**src/rtl/lc_pkg.sv**
```systemverilog
// Shared types and constants for the light-cycle keyboard decoder.
// Scan codes are PS/2 set 2; SC_P is only decoded when LC_PAUSE_KEY_EN is defined.
package lc_pkg;

  typedef logic [1:0] dir_t;

  localparam dir_t DIR_UP    = 2'd0;
  localparam dir_t DIR_RIGHT = 2'd1;
  localparam dir_t DIR_DOWN  = 2'd2;
  localparam dir_t DIR_LEFT  = 2'd3;

  localparam logic [7:0] SC_E0 = 8'hE0;
  localparam logic [7:0] SC_F0 = 8'hF0;
  localparam logic [7:0] SC_W  = 8'h1D;
  localparam logic [7:0] SC_A  = 8'h1C;
  localparam logic [7:0] SC_S  = 8'h1B;
  localparam logic [7:0] SC_D  = 8'h23;
  localparam logic [7:0] SC_UP = 8'h75;
  localparam logic [7:0] SC_DN = 8'h72;
  localparam logic [7:0] SC_LT = 8'h6B;
  localparam logic [7:0] SC_RT = 8'h74;
  localparam logic [7:0] SC_P  = 8'h4D;

  typedef enum logic [1:0] {
    PS_IDLE    = 2'd0,
    PS_EXT     = 2'd1,
    PS_BRK     = 2'd2,
    PS_EXT_BRK = 2'd3
  } parse_state_t;

  // A turn is legal unless it repeats the reference or reverses it by 180 degrees.
  function automatic logic legalTurn(input dir_t newDir, input dir_t refDir);
    return (newDir != refDir) && ((newDir ^ refDir) != 2'b10);
  endfunction

endpackage

```
**src/rtl/lc_dir_queue.sv**
```systemverilog
// Per-player pending-turn queue with duplicate/reversal filtering.
// A pop on the same cycle as a push happens first and frees a slot for it.
module lc_dir_queue
  import lc_pkg::*;
#(
  parameter int unsigned QDEPTH   = 2,
  parameter dir_t        INIT_DIR = DIR_RIGHT
) (
  input  logic clk,
  input  logic rst_n,
  input  logic pushValid,
  input  dir_t pushDir,
  input  logic popReq,
  output dir_t dir,
  output logic turn,
  output logic drop_c
);

  localparam int unsigned CNT_W = $clog2(QDEPTH + 1);

  dir_t             q     [QDEPTH];
  dir_t             nextQ [QDEPTH];
  logic [CNT_W-1:0] count;
  logic [CNT_W-1:0] nextCount;
  logic             popNow;
  dir_t             refDir;

  // Pop, then evaluate the push against the post-pop tail (or popped head).
  always_comb begin
    nextQ     = q;
    nextCount = count;
    refDir    = dir;
    drop_c    = 1'b0;
    popNow    = popReq && (count != '0);
    if (popNow) begin
      refDir = q[0];
      for (int i = 0; i < int'(QDEPTH) - 1; i++) nextQ[i] = q[i+1];
      nextCount = count - CNT_W'(1);
    end
    for (int i = 0; i < int'(QDEPTH); i++) begin
      if (int'(nextCount) == i + 1) refDir = nextQ[i];
    end
    if (pushValid && legalTurn(pushDir, refDir)) begin
      if (int'(nextCount) == int'(QDEPTH)) begin
        drop_c = 1'b1;
      end else begin
        for (int i = 0; i < int'(QDEPTH); i++) begin
          if (int'(nextCount) == i) nextQ[i] = pushDir;
        end
        nextCount = nextCount + CNT_W'(1);
      end
    end
  end

  always_ff @(posedge clk or negedge rst_n) begin
    if (!rst_n) begin
      for (int i = 0; i < int'(QDEPTH); i++) q[i] <= DIR_UP;
      count <= '0;
      dir   <= INIT_DIR;
      turn  <= 1'b0;
    end else begin
      q     <= nextQ;
      count <= nextCount;
      turn  <= popNow;
      if (popNow) dir <= q[0];
    end
  end

endmodule

```
**src/rtl/lc_key_decoder.sv**
```systemverilog
// PS/2 scan-code parser feeding two per-player turn queues, released on game_tick.
// Optional macro LC_PAUSE_KEY_EN: the "P" make toggles pause, which freezes tick pops.
module lc_key_decoder
  import lc_pkg::*;
#(
  parameter int unsigned QDEPTH         = 2,
  parameter int unsigned PREFIX_TIMEOUT = 2000000,
  parameter logic [1:0]  P1_INIT_DIR    = 2'd1,
  parameter logic [1:0]  P2_INIT_DIR    = 2'd3
) (
  input  logic       clk,
  input  logic       rst_n,
  input  logic [7:0] code_in,
  input  logic       code_valid,
  input  logic       game_tick,
  output logic [1:0] p1_dir,
  output logic [1:0] p2_dir,
  output logic       p1_turn,
  output logic       p2_turn,
  output logic       ovf,
  output logic       pause
);

  localparam int unsigned TO_W = $clog2(PREFIX_TIMEOUT + 1);

  parse_state_t    state;
  parse_state_t    nextState;
  logic [TO_W-1:0] toCnt;
  logic [TO_W-1:0] nextToCnt;
  logic            rstDone;
  logic            codeValid;
  logic            tickGated;
  logic            p1Push;
  logic            p2Push;
  dir_t            p1New;
  dir_t            p2New;
  logic            p1Drop;
  logic            p2Drop;

  // The first edge after reset release is masked so a coincident byte is ignored.
  always_ff @(posedge clk or negedge rst_n) begin
    if (!rst_n) rstDone <= 1'b0;
    else        rstDone <= 1'b1;
  end

  assign codeValid = code_valid && rstDone;

`ifdef LC_PAUSE_KEY_EN
  logic pauseToggle;

  always_ff @(posedge clk or negedge rst_n) begin
    if (!rst_n)           pause <= 1'b0;
    else if (pauseToggle) pause <= ~pause;
  end

  assign tickGated = game_tick && !pause;
`else
  assign pause     = 1'b0;
  assign tickGated = game_tick;
`endif

  always_ff @(posedge clk or negedge rst_n) begin
    if (!rst_n) begin
      state <= PS_IDLE;
      toCnt <= '0;
    end else begin
      state <= nextState;
      toCnt <= nextToCnt;
    end
  end

  // Prefix parser with timeout back to IDLE; emits one push per mapped make.
  always_comb begin
    nextState = state;
    nextToCnt = toCnt;
    p1Push    = 1'b0;
    p2Push    = 1'b0;
    p1New     = DIR_UP;
    p2New     = DIR_UP;
`ifdef LC_PAUSE_KEY_EN
    pauseToggle = 1'b0;
`endif
    if (codeValid) begin
      nextToCnt = '0;
      case (state)
        PS_IDLE: begin
          if (code_in == SC_E0)      nextState = PS_EXT;
          else if (code_in == SC_F0) nextState = PS_BRK;
          else begin
            case (code_in)
              SC_W:    begin p1Push = 1'b1; p1New = DIR_UP;    end
              SC_D:    begin p1Push = 1'b1; p1New = DIR_RIGHT; end
              SC_S:    begin p1Push = 1'b1; p1New = DIR_DOWN;  end
              SC_A:    begin p1Push = 1'b1; p1New = DIR_LEFT;  end
`ifdef LC_PAUSE_KEY_EN
              SC_P:    pauseToggle = 1'b1;
`endif
              default: ;
            endcase
          end
        end
        PS_EXT: begin
          if (code_in == SC_F0)      nextState = PS_EXT_BRK;
          else if (code_in == SC_E0) nextState = PS_EXT;
          else begin
            nextState = PS_IDLE;
            case (code_in)
              SC_UP:   begin p2Push = 1'b1; p2New = DIR_UP;    end
              SC_RT:   begin p2Push = 1'b1; p2New = DIR_RIGHT; end
              SC_DN:   begin p2Push = 1'b1; p2New = DIR_DOWN;  end
              SC_LT:   begin p2Push = 1'b1; p2New = DIR_LEFT;  end
              default: ;
            endcase
          end
        end
        PS_BRK, PS_EXT_BRK: nextState = PS_IDLE;
        default:            nextState = PS_IDLE;
      endcase
    end else if (state != PS_IDLE) begin
      if (toCnt == TO_W'(PREFIX_TIMEOUT - 1)) begin
        nextState = PS_IDLE;
        nextToCnt = '0;
      end else begin
        nextToCnt = toCnt + TO_W'(1);
      end
    end
  end

  lc_dir_queue #(
    .QDEPTH   (QDEPTH),
    .INIT_DIR (P1_INIT_DIR)
  ) u_p1Queue (
    .clk       (clk),
    .rst_n     (rst_n),
    .pushValid (p1Push),
    .pushDir   (p1New),
    .popReq    (tickGated),
    .dir       (p1_dir),
    .turn      (p1_turn),
    .drop_c    (p1Drop)
  );

  lc_dir_queue #(
    .QDEPTH   (QDEPTH),
    .INIT_DIR (P2_INIT_DIR)
  ) u_p2Queue (
    .clk       (clk),
    .rst_n     (rst_n),
    .pushValid (p2Push),
    .pushDir   (p2New),
    .popReq    (tickGated),
    .dir       (p2_dir),
    .turn      (p2_turn),
    .drop_c    (p2Drop)
  );

  // Sticky overflow; cleared only by reset.
  always_ff @(posedge clk or negedge rst_n) begin
    if (!rst_n)                 ovf <= 1'b0;
    else if (p1Drop || p2Drop)  ovf <= 1'b1;
  end

endmodule

```
**config.mk**
```make
export PLATFORM = sky130hd
export DESIGN_NAME = lc_key_decoder
export DESIGN_NICKNAME = d
export VERILOG_FILES = /design/src/rtl/lc_pkg.sv /design/src/rtl/lc_dir_queue.sv /design/src/rtl/lc_key_decoder.sv
export SDC_FILE = /design/constraint.sdc
export NUM_CORES = 1
export LEC_CHECK = 0
export BUFFER_PORTS_ARGS = -buffer_cell sky130_fd_sc_hd__buf_4
export CORE_MARGIN = 10
export CORE_UTILIZATION = 45
export CTS_BUF_LIST = sky130_fd_sc_hd__clkbuf_4
export CTS_CLUSTER_SIZE = 40
export DETAILED_ROUTE_END_ITERATION = 8
export PLACE_DENSITY = 0.67
export REMOVE_ABC_BUFFERS = 1
export SYNTH_ARGS = -nofsm -noshare
export SYNTH_HDL_FRONTEND = slang
export SYNTH_HIERARCHICAL = 1
export SYNTH_SLANG_ARGS = --single-unit
```
**constraint.sdc**
```tcl
create_clock -name clk -period 5.31 [get_ports clk]
set_clock_uncertainty 0.1 [all_clocks]
set_input_delay 0.7965 -clock clk [delete_from_list [all_inputs] [get_ports clk]]
set_output_delay 0.7965 -clock clk [all_outputs]
set_load 0.1 [all_outputs]
```
Yosys cells after proc, flatten, opt, wreduce, memory -nomap -nowiden
Cells that the tools add are included.

cells by class
  add/subtract/negate cells = 5
  bitwise operators = 4
  mux-type cells = 57
  equality and inequality tests = 23
  reduce and logical (&&, ||, !) cells = 22

operators by type and width
  cell                     count
  $mux W2                  32
  $mux W21                 3
  $eq A8 B7 Y1 const B     4
  $eq A8 B5 Y1 const B     3
  $add A21 B1 Y21 const B  1
  $eq A21 B21 Y1 const B   1
  $pmux W2 S3              3
  $eq A8 B8 Y1 const B     2
  $mux W4                  4
  $mux W1                  15
  $eq A2 B2 Y1 const B     6
  $reduce_bool A2 Y1       5
  $reduce_and A3 Y1        3
  $eq A8 B6 Y1 const B     1
  $reduce_or A4 Y1         2
  $logic_and A1 B1 Y1      7
  $logic_not A2 Y1         3
  $add A2 B1 Y2 const B    2
  $ne A2 B2 Y1             2
  $ne A2 B2 Y1 const B     2
  $ne A4 B4 Y1 const B     1
  $sub A2 B1 Y2 const B    2
  $xor A2 B2 Y2            2
  $eq A2 B1 Y1 const B     1
  3 further kinds          4

storage, ports and cells
  register bits after elaboration = 43

Depth between registers and ports, before layout
Gate-level depths: netlist of the first run.

  depth in word-level cells = 12
  depth in mapped cells = 14

Cells and area by module
The synthesis of the first run kept the hierarchy.

modules (own cells, without submodules)
  module                     cells an instance  area an instance (µm²)  times used
  lc_key_decoder             172                1515.2                  1
  lc_dir_queue at u_p2Queue  62                 618.1                   1
  lc_dir_queue at u_p1Queue  62                 605.6                   1

Least setup slack after synthesis of the first run
OpenSTA, ideal clock, no wires.

  kind = input-to-reg
  start = input port game_tick
  end = register ovf
  data arrival time = 2.797 ns
  slack = 2.281 ns
  buffers on the path = 1
  cell stages on the path = 11
  cells stage by stage = nand2b_1 buf_6 inv_1 xnor2_1 ha_1 and3b_2 o21bai_1 nand2_1 xnor2_1 and3_1 or3_1

on the way
  longest elaborated chain between the ends = 11
  elaborated cells on any way between the ends = 31
  classes of those cells = eq/ne (8); mux (14); bitwise (2); reduce/logical (7)

RTL lines
  what                     line                   RTL
  start: declaration       lc_key_decoder.sv:15   input logic game_tick,
  $logic_and A1 B1 Y1 (*)  lc_dir_queue.sv:34     popNow = popReq && (count != '0);
  via u_p1Queue.popNow     lc_dir_queue.sv:25     logic popNow;
  $mux W2                  lc_dir_queue.sv:35     if (popNow) begin
  $eq A2 B2 Y1             lc_dir_queue.sv:41     if (int'(nextCount) == i + 1) refDir = nextQ[i];
  $mux W2 (2 in a row)     lc_dir_queue.sv:41
  $xor A2 B2 Y2            lc_pkg.sv:33           return (newDir != refDir) && ((newDir ^ refDir) != 2'b10);
  $ne A2 B2 Y1             lc_pkg.sv:33
  $logic_and A1 B1 Y1      lc_pkg.sv:33
  $logic_and A1 B1 Y1      lc_dir_queue.sv:43     if (pushValid && legalTurn(pushDir, refDir)) begin
  $mux W1 (*)              lc_dir_queue.sv:43
  via p1Drop               lc_key_decoder.sv:37   logic p1Drop;
  $logic_or A1 B1 Y1 (*)   lc_key_decoder.sv:160  else if (p1Drop || p2Drop) ovf <= 1'b1;
  end signal: assignment   lc_key_decoder.sv:159  if (!rst_n) ovf <= 1'b0;
  end signal: assignment   lc_key_decoder.sv:160
  end: declaration         lc_key_decoder.sv:20   output logic ovf,

The timed path passes the listed nets; every way through them passes the cells marked *.
A chain may end at the register's enable or synchronous reset.

Final worst setup path of the first run
  start = register u_p1Queue.count[0]
  end = register ovf

on the way
  longest elaborated chain between the ends = 12
  elaborated cells on any way between the ends = 18
  classes of those cells = add/sub (1); eq/ne (4); mux (7); bitwise (1); reduce/logical (5)

RTL lines
  what                      line                   RTL
  start: declaration        lc_dir_queue.sv:23     logic [CNT_W-1:0] count;
  start signal: assignment  lc_dir_queue.sv:63     count <= nextCount;
  $reduce_bool A2 Y1 (*)    lc_dir_queue.sv:34
  $logic_and A1 B1 Y1 (*)   lc_dir_queue.sv:34
  via u_p1Queue.popNow      lc_dir_queue.sv:25
  $mux W2                   lc_dir_queue.sv:35
  $eq A2 B2 Y1              lc_dir_queue.sv:41
  $mux W2 (2 in a row)      lc_dir_queue.sv:41
  $xor A2 B2 Y2             lc_pkg.sv:33
  $ne A2 B2 Y1              lc_pkg.sv:33
  $logic_and A1 B1 Y1       lc_pkg.sv:33
  $logic_and A1 B1 Y1       lc_dir_queue.sv:43
  $mux W1 (*)               lc_dir_queue.sv:43
  via p1Drop                lc_key_decoder.sv:37
  $logic_or A1 B1 Y1 (*)    lc_key_decoder.sv:160

Marks and branches as above.

==> results.json, run 1 <==
{
  "status": "finished, final reports clean",
  "htreeDepth": 2,
  "finalWorstSetupSlack_ns": 1.98,
  "hp-class": "input port to asynchronous set/reset pin",
  "cts_tree": "built",
  "postCtsSetupBuffers": 0,
  "path_delay_family": "simple AND/OR/NAND/NOR gates",
  "crit_path_max_incr_delay_ns": 0.44,
  "grt.overflow.total": 0,
  "fill_cells": 556,
  "final_layout_size_suffix_gt1_share_pct": 18.9,
  "clock_latency_ns": 0.37,
  "syn_area_um2": 2740,
  "crit_chain": "inv_1 > ha_1 > nand2b_1 > inv_1 > xnor2_1 > inv_1 > ha_1 > o21bai_1 > nand2_1 > xnor2_1 > and3_1 > or3_1",
  "fin_util_pct": 50.4,
  "final_nets": 337,
  "yosys.area.top_type": "dfrtp_1",
  "via_per_inst": 5.60,
  "antenna_found_initial": 0,
  "cap_viol_max_count": 0,
  "ys_seq_area_share_pct": 39.4,
  "clkPwrFrac_pct": 15.9,
  "swShare_pct": 42.9,
  "rr_endpoint": "ovf",
  "diodes": 0,
  "grt_util_all_layers_pct": 12.2,
  "rsz0062_at_grt": "false",
  "p_per_area_nw_per_um2": 353,
  "synth_top_cells_by_count": "dfrtp_1 (40), nand2_1 (40), nor2_1 (31)",
  "finalHoldViolCount": 0,
  "drtPass1Iterations": 5,
  "core_um2": 5920,
  "die_x_um": 98.0,
  "period_needed_ns": 3.33,
  "seqPwrFrac_pct": 35.4,
  "slew_violations": 0,
  "hpwl_um": 4320,
  "async_flop_share_pct": 100,
  "grt_pass1_vias": 2152,
  "grt_max_degree": 44,
  "cts-resized-gates": 0,
  "path_common_cell": "inv_1",
  "synth_edf_count": 0,
  "cts_max_path_buffers": 2,
  "fin_crit_sh_pct": 62.8,
  "cp_num_cells": 12,
  "cts.clk_slew.worst_paths_ns": 0.14,
  "antenna_left": 0,
  "combPwrFrac_pct": 48.7,
  "yosys_warnings": 6,
  "r2r_slack_ns": 1.98,
  "crit_start": "u_p1Queue/count[0]",
  "synth.top_cell.area_share_pct": 36.5,
  "timing.fmax_ghz": 0.300,
  "cp_max_fo": 8,
  "r2r_cells": 12,
  "cts_made_buffers": 5,
  "endpoint": "ovf",
  "wl_per_cell_um": 14.8,
  "worstReg2RegStart": "u_p1Queue/count[0]",
  "hold_buffers": 0,
  "io_buffers": 18,
  "switchingPower_mw": 0.452,
  "ir_worst_vdd_mv": 0.250,
  "end_kind": "register",
  "synthFlopType": "dfrtp_1",
  "crit_buf_inv": 3,
  "clock_sinks": 43,
  "detailedPlace.worstSlack_ns": 1.76,
  "power.internal_mw": 0.600,
  "synth_top_cells_by_area": "dfrtp_1 (37%), nand2_1 (5.5%), nor2_1 (4.2%)",
  "syn-instance-count": 296,
  "slew_headroom_pct": 52.7,
  "die_area_um2": 9610,
  "drtIter0Drc": 68,
  "die-height_um": 98.0,
  "critical_path_class": "register to register",
  "synth_cell_types": 61,
  "wl_um": 5800,
  "syn_avg_cell_area_um2": 9.25,
  "placementRows": 28,
  "crit_path_top_delay_cell": "o21bai_1",
  "grt_first_pass_wirelength_um": 10100,
  "fin_tns_setup_ns": 0,
  "initial_core_util_pct": 46.3,
  "root_buffer": "clkbuf_4",
  "crit_path_start_kind": "register",
  "gp_congestion": 0.904,
  "cp_data_required_time_ns": 5.47,
  "worstMarginPinSlew_ns": 0.705,
  "syn_to_final_growth_pct": 8.86,
  "via_count": 2196,
  "worstPathArrival_ns": 3.50,
  "setup_viol_count_final": 0,
  "io_pins": 20,
  "leakage_nw": 1.35,
  "synth_seq_cells": 43,
  "drc": 0
}
registers in the layout, indices dropped and copies added, names as in the netlist, 2 cells and up, named ones only:
name / cells
toCnt: 21
u_p1Queue/q: 4
u_p2Queue/q: 4
state: 2
u_p1Queue/count: 2
u_p2Queue/count: 2
worst min path at each step:
stage / slack (ns) / from / endpoint / cells after the start
finish: 0.30 / rst_n / toCnt[2] / 1
global route: 0.32 / rst_n / toCnt[0] / 1
CTS: 0.32 / rst_n / toCnt[0] / 1
detailed placement: 0.35 / register / register / 2
global placement: 0.35 / register / register / 2
floorplan: 0.34 / u_p1Queue/q[3] / register / 2
cell usage in the layout (no fill, tap or decap), types with 3 or more instances in the layout:
cell type	count
nand2_1	40
dfstp_2	3
nor3b_1	3
and3_1	3
ha_1	9
nand3_1	18
o21ai_2	3
mux2_4	4
a211oi_1	4
xnor2_1	4
nor4_1	3
a21o_2	3
mux2i_1	4
nor2_1	31
dfrtp_1	40
o21bai_1	3
a31oi_1	6
nor3_1	4
o21ai_0	10
inv_1	14
and3b_2	4
buf_4	19
a21oi_1	12
nand4b_1	3
xor2_1	10
nand4_1	6
clkbuf_4	5
cell type report:
| class | count | area (µm²) | area share [%] |
|---|---|---|---|
| Multi-Input combinational cell | 233 | 1560 | 52.2 |
| Sequential cell | 43 | 1080 | 36.2 |
| Timing Repair Buffer | 19 | 143 | 4.78 |
| Tap cell | 75 | 93.8 | 3.15 |
| Inverter | 14 | 52.6 | 1.76 |
| Clock buffer | 5 | 37.5 | 1.26 |
| Clock inverter | 3 | 20.0 | 0.671 |
metal layers:
layer	up-vias	GRT usage (%)	wire length, µm
li1	1089	-	-
met5	-	0	0
met3	11	2.68	203
met1	1056	16.0	2840
met2	40	18.9	2630
met4	0	5.48	123
power groups by stage:
stage               logic (mW)  registers [mW]  clock network [mW]
finish                   0.513           0.372               0.167
global route             0.570           0.376               0.186
CTS                      0.513           0.373               0.175
detailed placement       0.512           0.379                   0
global placement         0.491           0.379                   0
floorplan                0.368           0.418                   0
worst register-to-register path, delay by kind of cell, from the launching register on:
kind	cells	cell delay, ns
buf+inv	3	0.39
fa+ha+maj	2	0.45
compound gates	1	0.44
xor+xnor	2	0.47
flops	1	0.38
simple gates	4	0.99
cells by family (layout without fill, tap and decap cells):
logic type | after synthesis | count (layout) | synth area share [%]
and+or+nand+nor | 139 | 139 | 27.2
AOI/OAI and AO/OA | 59 | 59 | 16.2
DFF | 43 | 43 | 39.4
buffers and inverters | 20 | 41 | 3.79
xor gates and xnor gates | 14 | 14 | 4.48
muxes | 10 | 10 | 4.48
adders and majority gates | 9 | 9 | 4.11
other | 2 | 2 | 0.274
per-stage QoR:
step | hold slack [ns] | total power, mW | area (µm²) | instances
2_1_floorplan | 0.339 | 0.786 | 2690 | 290
3_3_place_gp | 0.352 | 0.870 | 2920 | 384
6_report | 0.301 | 1.05 | 2980 | 392
5_1_grt | 0.325 | 1.13 | 2980 | 392
3_5_place_dp | 0.350 | 0.891 | 2920 | 384
4_1_cts | 0.318 | 1.06 | 2980 | 392
No activity file was read; power rests on OpenSTA's default activity.
==> inputs of run 2 (changes only) <==
- clock period: 5.31 -> 3.3 ns (I/O delays scaled with it)
==> run 2 against run 1 <==
  * Setup slack worse by 1.6 ns
  * Sequential power up 62%
  * Fmax up 13%
  * Die area unchanged
  * Routed wire length down 3.8%
  * Register-to-register slack got worse by 1.6 ns
  * Final cell count is 0.77% higher
  * Non-clock buffer count rose by 3
  * Via count about the same
==> results.json, run 2 (same netlist as run 1, synthesis figures left out) <==
{
  "gp_congestion": 0.886,
  "hp-class": "input port to asynchronous set/reset pin",
  "switchingPower_mw": 0.713,
  "cp_data_required_time_ns": 3.44,
  "fin_tns_setup_ns": 0,
  "seqPwrFrac_pct": 33.4,
  "via_per_inst": 5.56,
  "clkPwrFrac_pct": 19.3,
  "final_cell_mix": "nand2_1 (40), dfrtp_1 (40), nor2_1 (31), buf_4 (22), nand3_1 (18)",
  "timing.fmax_ghz": 0.340,
  "io_pins": 20,
  "period_needed_ns": 2.94,
  "via_count": 2195,
  "syn_to_final_growth_pct": 10.6,
  "cts_tree": "built",
  "cp_max_fo": 9,
  "power_mw": 1.80,
  "grt_first_pass_wirelength_um": 10000,
  "cts.clk_slew.worst_paths_ns": 0.13,
  "regMostFlops": "toCnt",
  "grt_max_degree": 44,
  "diodes": 0,
  "final_layout_size_suffix_gt1_share_pct": 20.0,
  "clock_latency_ns": 0.35,
  "status": "finished, final reports clean",
  "grt.overflow.total": 0,
  "p_per_area_nw_per_um2": 593,
  "initial_core_util_pct": 46.3,
  "crit_path_start_kind": "register",
  "worstPathArrival_ns": 3.08,
  "critical_path_class": "register to register",
  "wl_per_cell_um": 14.1,
  "cts_max_path_buffers": 2,
  "top_regs": "toCnt: 21 flops, u_p1Queue/q: 4 flops, u_p2Queue/q: 4 flops",
  "cts_made_buffers": 5,
  "use_met1_pct": 16.2,
  "met3_usage_pct": 2.68,
  "io_buffers": 18,
  "drc": 0,
  "die_x_um": 98.0,
  "cts-resized-gates": 0,
  "antenna_left": 0,
  "antenna_found_initial": 0,
  "postCtsSetupBuffers": 0,
  "power.internal_mw": 1.08,
  "swShare_pct": 39.7,
  "slew_violations": 0,
  "worstMarginPinSlew_ns": 0.745,
  "ir_worst_vdd_mv": 0.409,
  "finalHoldViolCount": 0,
  "final_nets": 340,
  "root_buffer": "clkbuf_4",
  "fin_crit_sh_pct": 89.0,
  "largest_reg_flops": 21,
  "combPwrFrac_pct": 47.3,
  "drtPass1Iterations": 4,
  "cap_viol_max_count": 0,
  "hpwl_um": 4160,
  "end_kind": "register",
  "htreeDepth": 2,
  "setup_viol_count_final": 0,
  "drtIter0Drc": 61,
  "wl_um": 5580,
  "die_area_um2": 9610,
  "placementRows": 28,
  "die-height_um": 98.0,
  "hold_buffers": 0,
  "slew_headroom_pct": 49.9,
  "gr-usage-met2_pct": 18.4,
  "leakage_nw": 1.38,
  "rsz0062_at_grt": "false",
  "gr-max-usage-layer": "met2",
  "clock_sinks": 43,
  "core_um2": 5920,
  "grt_pass1_vias": 2157,
  "grt_util_all_layers_pct": 12.1
}
==> run 2: cell count changes in the layout (fill, tap and decap cells not counted), sizes merged <==
cell | previous run | this run
buf | 19 | 22
clkinv | 2 | 0
bufinv | 0 | 1
clkbuf | 5 | 6
==> run 2: cell type report <==
cell class,instances,area [µm²]
Clock buffer,6,45.0
Clock inverter,2,37.5
Fill cell,553,2890
Inverter,14,52.6
Multi-Input combinational cell,233,1560
Sequential cell,43,1080
Tap cell,75,93.8
Timing Repair Buffer,22,165
==> run 2: worst paths after layout <==
kind	slack [ns]	to	startpoint	cells after the start
setup / recovery	0.36	ovf	u_p2Queue/count[0]	13
hold reg to reg	0.37	register	register	2
hold / removal	0.01	toCnt[3]	rst_n	1
setup reg to reg	0.36	ovf	u_p2Queue/count[0]	13
min in group clk	0.30	state[1]	code_in[4]	2
max in group asynchronous	2.70	toCnt[10]	rst_n	1
==> run 2: power by group through the flow <==
stage / logic (mW) / registers (mW) / clock network (mW)
floorplan: 0.592 / 0.673 / 0
global placement: 0.839 / 0.610 / 0
detailed placement: 0.854 / 0.609 / 0
CTS: 0.856 / 0.600 / 0.354
global route: 0.944 / 0.608 / 0.374
finish: 0.850 / 0.601 / 0.347
==> run 2: routing by layer <==
layer  share of wire, %  up-vias
met5                  0        -
li1                   -     1103
met4               0.52        0
met2                 45       46
met3                4.4        2
met1                 50     1044
==> run 2: metrics by stage <==
step	area, µm²	hold WS, ns	utilization (%)	instances	worst slack [ns]
floorplan	2690	0.0994	-	290	0.401
CTS	3030	0.0237	51.2	395	0.338
detailed placement	2950	0.355	49.8	387	0.381
global route	3030	0.0470	51.2	395	0.119
global placement	2950	0.356	49.8	387	0.401
finish	3030	0.0131	51.2	395	0.363
==> run 2: critical path, cell delays in order (launching register included) <==
cell      delay, ns
dfrtp_1        0.38
inv_1          0.08
ha_1           0.18
nand2b_4       0.19
inv_1          0.10
xnor2_1        0.27
inv_1          0.11
ha_1           0.27
nor2_1         0.10
nand3_1        0.22
nand2_1        0.21
xnor2_1        0.08
and3_1         0.18
or3_1          0.37
